`config.mk`:
```
export PLATFORM = sky130hd
export DESIGN_NAME = keypad_scanner_flat
export DESIGN_NICKNAME = d
export VERILOG_FILES = /design/src/rtl/keypad_scanner_if.sv /design/src/rtl/keypad_scanner.sv /design/src/flat_wrapper.sv
export SDC_FILE = /design/constraint.sdc
export NUM_CORES = 1
export LEC_CHECK = 0
export ABC_AREA = 1
export BUFFER_PORTS_ARGS = -buffer_cell sky130_fd_sc_hd__buf_2
export CORE_MARGIN = 2
export CORE_UTILIZATION = 50
export CTS_BUF_LIST = sky130_fd_sc_hd__clkbuf_8
export DETAILED_ROUTE_END_ITERATION = 10
export PLACE_DENSITY = 0.72
export SKIP_CTS_REPAIR_TIMING = 1
export SLEW_MARGIN = 15
export SYNTH_ARGS = -nofsm -noshare
export SYNTH_HDL_FRONTEND = slang
export SYNTH_SLANG_ARGS = --single-unit
export TNS_END_PERCENT = 50
```
`constraint.sdc`:
```
create_clock -name clk -period 2 [get_ports clk]
set_input_delay 0.5 -clock clk [delete_from_list [all_inputs] [get_ports clk]]
set_output_delay 0.5 -clock clk [all_outputs]
set_load 0.005 [all_outputs]
```
`src/rtl/keypad_scanner_if.sv`:
```
// keypad_scanner_if -- keypad matrix and decoded-key signals of keypad_scanner.
//   row_in     : keypad rows, active-low, externally pulled up, asynchronous to clk
//   col_out    : column drive, active-low, exactly one bit low
//   key_code   : code of the debounced key
//   key_valid  : high while a debounced key is held
//   key_strobe : one-cycle pulse when key_valid rises
// Modports: master = scanner side, slave = keypad / consumer side.
interface keypad_scanner_if;
    logic [3:0] row_in;
    logic [3:0] col_out;
    logic [3:0] key_code;
    logic       key_valid;
    logic       key_strobe;

    modport master (input  row_in,
                    output col_out, key_code, key_valid, key_strobe);
    modport slave  (output row_in,
                    input  col_out, key_code, key_valid, key_strobe);
endinterface

```
`src/rtl/keypad_scanner.sv`:
```
// keypad_scanner -- 4x4 matrix keypad scanner with press/release debounce.
// Rotates an active-low column drive and samples the synchronized rows at the
// end of each column slot. A hit freezes the column and is debounced before
// being reported; release is debounced before scanning resumes.
// Ports:
//   clk : system clock, rising edge
//   rst : asynchronous, active-high reset
//   kp  : keypad_scanner_if.master (row_in, col_out, key_code, key_valid, key_strobe)
// Parameters:
//   SCAN_DIV        : cycles each column stays driven
//   DEBOUNCE_CYCLES : stable cycles required for press and for release
// Build option:
//   KEYPAD_GHOST_REJECT_EN : discard samples with more than one row low;
//                            otherwise the lowest low row index wins.
module keypad_scanner #(
    parameter int SCAN_DIV        = 1000,
    parameter int DEBOUNCE_CYCLES = 200000
) (
    input  logic             clk,
    input  logic             rst,
    keypad_scanner_if.master kp
);
    localparam int CNT_MAX = (SCAN_DIV > DEBOUNCE_CYCLES) ? SCAN_DIV : DEBOUNCE_CYCLES;
    localparam int CW      = $clog2(CNT_MAX + 1);
    localparam logic [CW-1:0] SLOT_LAST = CW'(SCAN_DIV - 1);
    localparam logic [CW-1:0] DEB_LAST  = CW'(DEBOUNCE_CYCLES - 1);

    typedef enum logic [1:0] {SCAN, DEBOUNCE, HELD, RELEASE} state_t;

    state_t        state;
    logic [3:0]    sync1;
    logic [3:0]    rows_s;
    logic [CW-1:0] cnt;
    logic [1:0]    col_idx;
    logic [3:0]    pat;
    logic [3:0]    key_code;
    logic          key_valid;
    logic          key_strobe;
    logic          any_low;
    logic          sample_hit;

    assign any_low = (rows_s != 4'hF);

`ifdef KEYPAD_GHOST_REJECT_EN
    logic [3:0] low;
    logic       multi_low;
    assign low        = ~rows_s;
    // clearing the lowest set bit leaves something only if two or more were set
    assign multi_low  = |(low & (low - 4'd1));
    assign sample_hit = any_low && !multi_low;
`else
    assign sample_hit = any_low;
`endif

    // Lowest low row wins; (row,col) -> keypad legend value.
    function automatic logic [3:0] code_of(input logic [3:0] p, input logic [1:0] c);
        logic [1:0] r;
        r = !p[0] ? 2'd0 : !p[1] ? 2'd1 : !p[2] ? 2'd2 : 2'd3;
        code_of = 4'd0;
        case ({r, c})
            4'h0: code_of = 4'd1;   4'h1: code_of = 4'd2;
            4'h2: code_of = 4'd3;   4'h3: code_of = 4'd10;
            4'h4: code_of = 4'd4;   4'h5: code_of = 4'd5;
            4'h6: code_of = 4'd6;   4'h7: code_of = 4'd11;
            4'h8: code_of = 4'd7;   4'h9: code_of = 4'd8;
            4'hA: code_of = 4'd9;   4'hB: code_of = 4'd12;
            4'hC: code_of = 4'd14;  4'hD: code_of = 4'd0;
            4'hE: code_of = 4'd15;  4'hF: code_of = 4'd13;
            default: code_of = 4'd0;
        endcase
    endfunction

    // Two-flop synchronizer; idles at all-high (no key).
    always_ff @(posedge clk or posedge rst) begin
        if (rst) begin
            sync1  <= 4'hF;
            rows_s <= 4'hF;
        end else begin
            sync1  <= kp.row_in;
            rows_s <= sync1;
        end
    end

    // One counter serves the scan slot, press debounce and release debounce,
    // since only one of them is ever active.
    always_ff @(posedge clk or posedge rst) begin
        if (rst) begin
            state      <= SCAN;
            cnt        <= '0;
            col_idx    <= 2'd0;
            pat        <= 4'hF;
            key_code   <= 4'd0;
            key_valid  <= 1'b0;
            key_strobe <= 1'b0;
        end else begin
            key_strobe <= 1'b0;
            case (state)
                SCAN: begin
                    if (cnt == SLOT_LAST) begin
                        cnt <= '0;
                        if (sample_hit) begin
                            pat   <= rows_s;
                            state <= DEBOUNCE;
                        end else begin
                            col_idx <= col_idx + 2'd1;
                        end
                    end else begin
                        cnt <= cnt + CW'(1);
                    end
                end
                DEBOUNCE: begin
                    // Any deviation from the latched pattern (including an
                    // extra row going low) is a bounce: resume at next column.
                    if (rows_s != pat) begin
                        state   <= SCAN;
                        cnt     <= '0;
                        col_idx <= col_idx + 2'd1;
                    end else if (cnt == DEB_LAST) begin
                        key_code   <= code_of(pat, col_idx);
                        key_valid  <= 1'b1;
                        key_strobe <= 1'b1;
                        state      <= HELD;
                        cnt        <= '0;
                    end else begin
                        cnt <= cnt + CW'(1);
                    end
                end
                HELD: begin
                    if (rows_s == 4'hF) begin
                        state <= RELEASE;
                        cnt   <= '0;
                    end
                end
                RELEASE: begin
                    if (rows_s != 4'hF) begin
                        cnt <= '0;
                    end else if (cnt == DEB_LAST) begin
                        key_valid <= 1'b0;
                        col_idx   <= col_idx + 2'd1;
                        state     <= SCAN;
                        cnt       <= '0;
                    end else begin
                        cnt <= cnt + CW'(1);
                    end
                end
                default: state <= SCAN;
            endcase
        end
    end

    assign kp.col_out    = ~(4'b0001 << col_idx);
    assign kp.key_code   = key_code;
    assign kp.key_valid  = key_valid;
    assign kp.key_strobe = key_strobe;
endmodule

```
`src/flat_wrapper.sv`:
```
// flat-port wrapper written by rule: the top's interface ports become plain ports
module keypad_scanner_flat 
#(
    parameter int SCAN_DIV        = 1000,
    parameter int DEBOUNCE_CYCLES = 200000
)
  (clk, rst, kp_row_in, kp_col_out, kp_key_code, kp_key_valid, kp_key_strobe);
  keypad_scanner_if kp_i ();
  input  logic clk;
  input  logic rst;
  input wire logic [$bits(kp_i.row_in)-1:0] kp_row_in;
  output wire logic [$bits(kp_i.col_out)-1:0] kp_col_out;
  output wire logic [$bits(kp_i.key_code)-1:0] kp_key_code;
  output wire logic [$bits(kp_i.key_valid)-1:0] kp_key_valid;
  output wire logic [$bits(kp_i.key_strobe)-1:0] kp_key_strobe;
  assign kp_i.row_in = kp_row_in;
  assign kp_col_out = kp_i.col_out;
  assign kp_key_code = kp_i.key_code;
  assign kp_key_valid = kp_i.key_valid;
  assign kp_key_strobe = kp_i.key_strobe;
  keypad_scanner #(.SCAN_DIV(SCAN_DIV), .DEBOUNCE_CYCLES(DEBOUNCE_CYCLES)) u_core (.clk(clk), .rst(rst), .kp(kp_i));
endmodule
```
==> After elaboration in Yosys (flattened, before gate mapping) <==
Memories as Yosys holds them, arrays and structs flattened. A register that Yosys moved wholly into a read port is not among the register bits.
Index checks and enable logic that the tools add are counted.
Widths: inputs -> output; s select.
{ "word_totals": {"inputBits": 6, "mem_bits_ro": 64, "output_inout_bits": 10, "register_bits": 36, "n_memories": 1, "elab_cells": 71} }
{ "mem_list": {"columns": ["name", "words", "word_bits", "read_ports", "rd_clocked_by_memory_dff", "wr", "line", "source"], "rows": [
  ["(no name shown)", 16, 4, 1, 1, 0, "keypad_scanner.sv:60", "case ({r, c})"]
]} }
{ "op_classes": {"add_sub_neg": 2, "muxes": 31, "bitwise": 2, "eq_ne": 18, "reduce_logical": 8, "shifts": 1} }
{ "op_table": {"columns": ["cell", "count"], "rows": [
  ["$mux 18", 5],
  ["$pmux 18 s4", 1],
  ["$mux 2", 14],
  ["$add 18x1->18 const B", 1],
  ["$eq 18x10->1 const B", 1],
  ["$eq 18x18->1 const B", 1],
  ["$ne 2x1->1 const B", 6],
  ["$reduce_and 6->1", 2],
  ["$mux 1", 8],
  ["$pmux 2 s4", 1],
  ["$ne 2x2->1 const B", 3],
  ["$pmux 2 s3", 1],
  ["$reduce_and 3->1", 2],
  ["$reduce_and 5->1", 1],
  ["$eq 2x2->1 const B", 2],
  ["$eq 4x4->1 const B", 1],
  ["$ne 4x4->1", 1],
  ["$ne 4x4->1 const B", 1],
  ["$not 4->4", 1],
  ["$shl 1x2->4 const A", 1],
  ["$ne 3x1->1 const B", 1],
  ["$reduce_bool 3->1", 1],
  ["$add 2x1->2 const B", 1],
  ["$eq 2x1->1 const B", 1],
  ["4 further kinds", 4]
]} }

==> Longest topological paths before layout <==
Gate-level depths: netlist of the first run.
{ "depth": {"depth_word": 4, "depth_mapped": 11, "mapped_depth_nobuf": 11} }

==> Least setup slack after synthesis of the first run <==
OpenSTA, ideal clock, no wires.
{ "synth_path": {"kind": "flip-flop to flip-flop", "startpoint": "register u_core.cnt[0]", "endpoint": "register u_core.cnt[4]", "t_required_ps": 1881, "n_path_buf": 0, "arrival_time_ps": 1411, "path_slack_ps": 470, "setup_time_ps": 119, "path_stages_with_launch": 10, "period_less_slack_ps": 1530, "cell_sequence": "dfrtp_1 ha_1 nand3_1 nor2_1 nand3_4 nand2_1 inv_2 nand2_4 nand3_2 and2_1"} }
{ "synth_between": {"elab_chain_cells": 4, "word_cells_on_any_way": 8, "classes_between": "add/sub: 1; eq/ne: 2; mux: 5"} }
{ "synth_rtl": {"columns": ["element", "line", "source"], "rows": [
  ["from (decl)", "keypad_scanner.sv:33", "logic [CW-1:0] cnt;"],
  ["from (signal assigned)", "keypad_scanner.sv:108", "cnt <= cnt + CW'(1);"],
  ["from (signal assigned)", "keypad_scanner.sv:125", "cnt <= cnt + CW'(1);"],
  ["from (signal assigned)", "keypad_scanner.sv:143", "cnt <= cnt + CW'(1);"],
  ["$add 18x1->18 / $eq 18x18->1 (equally long branches)", null, null],
  ["$mux 18", "keypad_scanner.sv:118, keypad_scanner.sv:137", null],
  ["$mux 18, on equally long branches", "keypad_scanner.sv:135, keypad_scanner.sv:114", null],
  ["$pmux 18 s4 *", "keypad_scanner.sv:97", "case (state)"]
]} }
Every way passes the cells marked *; elsewhere a longest branch is shown, timed or not.
A chain may end at the register's enable or synchronous reset.

==> Worst setup path after layout of the first run <==
{ "layout_path": {"startpoint": "register u_core.col_idx[1]", "endpoint": "output port kp_col_out[1]"} }
{ "layout_between": {"elab_chain_cells": 2} }
{ "layout_rtl": {"columns": ["element", "line", "source"], "rows": [
  ["from (decl)", "keypad_scanner.sv:34", "logic [1:0] col_idx;"],
  ["from (signal assigned)", "keypad_scanner.sv:105", "col_idx <= col_idx + 2'd1;"],
  ["from (signal assigned)", "keypad_scanner.sv:117", "col_idx <= col_idx + 2'd1;"],
  ["from (signal assigned)", "keypad_scanner.sv:139", "col_idx <= col_idx + 2'd1;"],
  ["$shl 1x2->4", "keypad_scanner.sv:151", "assign kp.col_out = ~(4'b0001 << col_idx);"],
  ["$not 4->4", "keypad_scanner.sv:151", null],
  ["to (decl)", "flat_wrapper.sv:12", "output wire logic [$bits(kp_i.col_out)-1:0] kp_col_out;"]
]} }
No other way between the ends.

==> impl_metrics.ini, run 1 <==
[run_status]
outcome = finished clean

[yosys]
synth_nets = 300
ys_seq_elements = 40
synth_flop_cell = dfrtp_1
synth_edf_count = 0
yosys-top-cells-area = dfrtp_1 (31%), dfstp_2 (14%), nand2_1 (12%)
synthArstFlopShare_pct = 100
synth-adder-area-share_pct = 3.85
synth_mux_area_share_pct = 0
synth_compound_area_share_pct = 6.54
synth_cells = 287
synth_top_family_by_area = simple AND/OR/NAND/NOR gates
seq_area_frac_synth_pct = 44.6
synth_most_common_cell = nand2_1
synth_cell_types = 32
synthXorXnorAreaFrac_pct = 5.00
synth_top_area_share_pct = 30.8
yosysWarnings = 0
avgSynthCellArea_um2 = 7.93
yosysTopAreaCell = dfrtp_1
synth.top_cells.by_count = nand2_1 (72), nor2_1 (45), inv_1 (37), dfrtp_1 (28)
synthSimpleGateAreaFrac_pct = 32.4
syn-cell-area_mm2 = 0.00228

[finish]
area_delta_synth_final_pct = 11.3
nets = 323
utilization_pct = 57.8
antenna_cells = 0
drive_gt1_share_pct = 18.6
n_fill_cell = 395

[detailed_routing]
ant_nets = 0
wirelength_um = 4140
drc = 0
vias = 1828
first_pass_iters = 4
vias_per_cell = 5.04
wl_per_cell_um = 11.4
drtIter0Drc = 84

[global_route]
top_usage_layer = met2
grt_overflow = 0
grt_max_degree = 41
antenna_found_initial = 0
met1_usage_pct = 25.1
grt_pass1_vias = 1682
grt_first_pass_wirelength_um = 7390
globalRouteMet3Util_pct = 4.78
grt_usage_pct = 18.5
met2_usage_pct = 28.1

[sta]
fin_skew_ps = 7.10
fin_crit_ps = 1760
slew_headroom_pct = 67.3
worst_pin_slew_ps = 490
grt_setup_unrepaired = false
setup_viol = 0
slew_viol_final = 0
final.setup.tns_ps = 0
final_hold_viol_count = 0
fin_crit_sh_pct = 87.8
setup_slack_ps = 243
fmax_ghz = 0.569

[setup_path]
cpPeakStageDelay_ps = 440
end_kind = output port
critPathKind = flop to output port
crit_family = flip-flops
cp.required_ps = 1500
slowest_stage = dfrtp_1
cp_data_arrival_time_ps = 1260
startpoint_type = flop
path_cells = inv_1 > ha_1 > inv_1 > buf_2
cp_common_cell = inv_1
crit_buf_inv = 3
cp_max_fo = 5

[die]
initial_core_util_pct = 51.9
rows = 24
coreArea_mm2 = 0.00438
fp.dieW_um = 71.5
dieArea_mm2 = 0.00511
fp.dieH_um = 71.5
ioPinCount = 16

[clock_network]
clkTransAtPathRegs_ps = 80
clock_sinks = 40
cts_max_level = 2
cts_root_buffer = clkbuf_8
worstSkewPairLatency_ps = 300
cts_max_path_buffers = 2
cts_tree = built
cts_buffers = 5

[power_and_ir_drop]
peakVddDrop_v = 0.000347
leakagePower_nw = 1.30
power_switching_share_pct = 20.4
seq_power_share_pct = 55.2
powerDensity_mw_per_mm2 = 593
combPwrFrac_pct = 2.0
clkPwrFrac_pct = 42.9
p_switching_w = 0.000307
power_w = 0.00150
power.internal_w = 0.00120

[placed_design]
port_buffers = 15
dp_slack_ps = 314
dp_hpwl_um = 3050
gp_congestion = 0.838

[job]
drv_cap = 0

[worst_hold_path]
hold_path.class = primary input to flop
power groups by stage:
stage / Combinational [W] / Sequential (W) / Clock, W
final: 0.0000296 / 0.000829 / 0.000645
after detailed placement: 0.0000313 / 0.000845 / 0
after floorplan: 0.0000194 / 0.000843 / 0
after global routing: 0.0000351 / 0.000831 / 0.000703
after CTS: 0.0000311 / 0.000829 / 0.000672
after global placement: 0.0000308 / 0.000844 / 0
final cells by class:
class                      instances  area, µm²  share of cell area [%]
clock buffer                       5       68.8                    2.71
clock inverter                     3       38.8                    1.53
inverter                          45        169                    6.66
multi-input combinational        201       1090                    42.9
sequential                        40       1020                    40.1
tap                               52       65.1                    2.57
timing repair buffer              17       90.1                    3.55
layout by cell type, fill, tap and decap left out, types with 2 or more instances in the layout:
cell and instances:
clkbuf_8 5, nor3_1 3, xor2_1 9, inv_2 4, o21ai_0 12, nor2_4 2
nand4_1 6, nor2_1 45, xnor2_1 4, nand2_4 3, nand3_2 3, clkinv_1 4
nand3_1 9, inv_1 38, a21oi_1 5, o21ai_1 2, dfrtp_1 28, buf_4 2
nand2_1 72, dfstp_2 12, ha_1 7, a31oi_1 5, nand2_2 4, buf_2 15
registers in the layout (all words and copies together), names as in the netlist, named ones only:
register	count
u_core.col_idx	2
u_core.kp.key_code	4
u_core.cnt	18
u_core.rows_s	4
u_core.state	1
u_core.kp.key_valid	1
u_core.kp.key_strobe	1
u_core.pat	4
u_core.sync1	4
cells by family (layout without fill, tap and decap cells):
family,count (synthesis),after routing
AO/OA/AOI/OAI,27,27
XOR/XNOR,13,13
buffers and inverters,46,70
adder cells (fa/ha/maj),7,7
flip-flops,40,40
AND/OR/NAND/NOR,154,154
per-stage QoR:
step           hold slack, ps  cells  area, µm²
3_3_place_gp              345    355       2430
2_1_floorplan             345    287       2280
4_1_cts                   282    363       2530
6_report                  300    363       2530
3_5_place_dp              347    355       2430
5_1_grt                   278    363       2530
routing by layer:
layer	wire, µm	vias up	share of wire, %
met5	0	-	0
li1	-	943	-
met4	106	0	2.6
met3	202	14	4.9
met2	1830	44	44
met1	2000	827	48
final timing paths:
kind | start | end | slack (ps) | cells after the start
setup / recovery | u_core.col_idx[1]$_DFFE_PP0P_ | kp_col_out[1] | 240 | 4
hold / removal | kp_row_in[3] | u_core.sync1[3]$_DFF_PP1_ | 300 | 1
setup reg to reg | u_core.rows_s[2]$_DFF_PP1_ | u_core.cnt[8]$_DFFE_PP0N_ | 310 | 7
hold reg to reg | u_core.sync1[2]$_DFF_PP1_ | u_core.rows_s[2]$_DFF_PP1_ | 360 | 0
max in group asynchronous | rst | u_core.rows_s[3]$_DFF_PP1_ | 1330 | 3
min in group asynchronous | rst | u_core.kp.key_code[0]$_DFFE_PP0P_ | 310 | 3
Power figures use the tool's default switching activity.
==> run 2: changes to the inputs <==
--- a/config.mk
+++ b/config.mk
@@ -9,7 +9,6 @@
 export BUFFER_PORTS_ARGS = -buffer_cell sky130_fd_sc_hd__buf_2
 export CORE_MARGIN = 2
 export CORE_UTILIZATION = 50
-export CTS_BUF_LIST = sky130_fd_sc_hd__clkbuf_8
 export DETAILED_ROUTE_END_ITERATION = 10
 export PLACE_DENSITY = 0.72
 export SKIP_CTS_REPAIR_TIMING = 1
==> impl_metrics.ini, run 2 (synthesized netlist as in run 1, its figures left out) <==
[job]
drv_cap = 0

[die]
initial_core_util_pct = 51.9
ioPinCount = 16
dieArea_mm2 = 0.00511
fp.dieH_um = 71.5
rows = 24
coreArea_mm2 = 0.00438
fp.dieW_um = 71.5

[placed_design]
port_buffers = 15
dp_hpwl_um = 3050
post_dp_cell_area_mm2 = 0.00243
gp_congestion = 0.838

[setup_path]
cp_data_arrival_time_ps = 1260
startpoint = u_core.col_idx[1]$_DFFE_PP0P_
end_kind = output port
reg2reg_from = u_core.rows_s[2]$_DFF_PP1_
r2r.worst_path.cells = 7
cp.required_ps = 1500
startpoint_type = flop
reg2reg_slack_ps = 310
r2r_end = u_core.cnt[8]$_DFFE_PP0N_
cp_max_fo = 5
critPathKind = flop to output port

[clock_network]
cts_root_buffer = clkbuf_8
clock_sinks = 40
cts_tree = built
worstSkewPairLatency_ps = 300
cts_buffers = 5
cts_max_level = 2
clkTransAtPathRegs_ps = 80
cts_max_path_buffers = 2

[finish]
final_common_cell = nand2_1
nets = 323
largest_register = u_core.cnt
antenna_cells = 0
final_area_mm2 = 0.00253
area_delta_synth_final_pct = 11.1
utilization_pct = 57.7
largest_reg_flops = 18
drive_gt1_share_pct = 18.6
final_cell_mix = nand2_1 (72), nor2_1 (45), inv_1 (37)

[global_route]
grt_pass1_vias = 1682
antenna_found_initial = 0
grt_usage_pct = 18.5
grt_max_degree = 41
grt_first_pass_wirelength_um = 7390
grt_overflow = 0

[sta]
slew_viol_final = 0
grt_setup_unrepaired = false
fin_crit_ps = 1760
worst_pin_slew_ps = 490
slew_headroom_pct = 67.3
fin_skew_ps = 6.33
final_hold_viol_count = 0
final.setup.tns_ps = 0
fmax_ghz = 0.569
setup_viol = 0
fin_crit_sh_pct = 87.8

[power_and_ir_drop]
power_w = 0.00146
leakagePower_nw = 1.29
powerDensity_mw_per_mm2 = 577
peakVddDrop_v = 0.000347

[detailed_routing]
vias_per_cell = 5.04
vias = 1828
first_pass_iters = 4
wirelength_um = 4140
ant_nets = 0
drtIter0Drc = 84
drc = 0
wl_per_cell_um = 11.4

[worst_hold_path]
hold_path.class = primary input to flop
holdPathEnd = u_core.sync1[3]$_DFF_PP1_
hold_depth = 1
worstHoldStart = kp_row_in[3]

[run_status]
outcome = finished clean
## run 2: cell count changes in the layout (fill, tap and decap cells not counted)
cell,delta
inv_1,-1
bufinv_16,-1
clkbuf_1,+1
clkbuf_16,+1
## run 2: stage by stage
step | instances | setup WS (ps) | hold WS, ps
final | 363 | 244 | 300
after global routing | 363 | 26.9 | 278
after CTS | 363 | 228 | 282
after detailed placement | 355 | 314 | 347
after global placement | 355 | 324 | 345
after floorplan | 287 | 470 | 345
## run 2: where the power goes
group	switching [W]	leakage, nW	internal, W	total [W]
clock	0.000280	0.0534	0.000320	0.000600
sequential	0.00000579	0.502	0.000824	0.000829
combinational	0.0000212	0.736	0.00000840	0.0000296
total	0.000307	1.29	0.00115	0.00146
## run 2: worst max path at each step
stage | to | slack [ps] | cells after the start
finish | kp_col_out[1] | 240 | 4
global route | u_core.cnt[16]$_DFFE_PP0N_ | 30 | 11
CTS | kp_col_out[0] | 230 | 4
detailed placement | u_core.cnt[8]$_DFFE_PP0N_ | 310 | 7
global placement | flop | 320 | 9
floorplan | u_core.cnt[4]$_DFFE_PP0N_ | 470 | 9
## run 2: cell type report
type | instances | area (µm²)
clock inverter | 1 | 5.00
timing repair buffer | 17 | 90.1
multi-input combinational | 201 | 1090
fill | 395 | 1850
sequential | 40 | 1020
clock buffer | 7 | 97.6
inverter | 45 | 169
tap | 52 | 65.1
## run 2: routing by layer
layer / vias up / track usage [%] / part of all wire, %
met2: 44 / 28.1 / 44
li1: 943 / - / -
met1: 827 / 25.1 / 48
met4: 0 / 8.18 / 2.6
met5: - / 0 / 0
met3: 14 / 4.78 / 4.9
## run 2: critical path: stages (launching register included)
cell and delay [ps]:
dfrtp_1 440, inv_1 150, ha_1 210, inv_1 40, buf_2 120
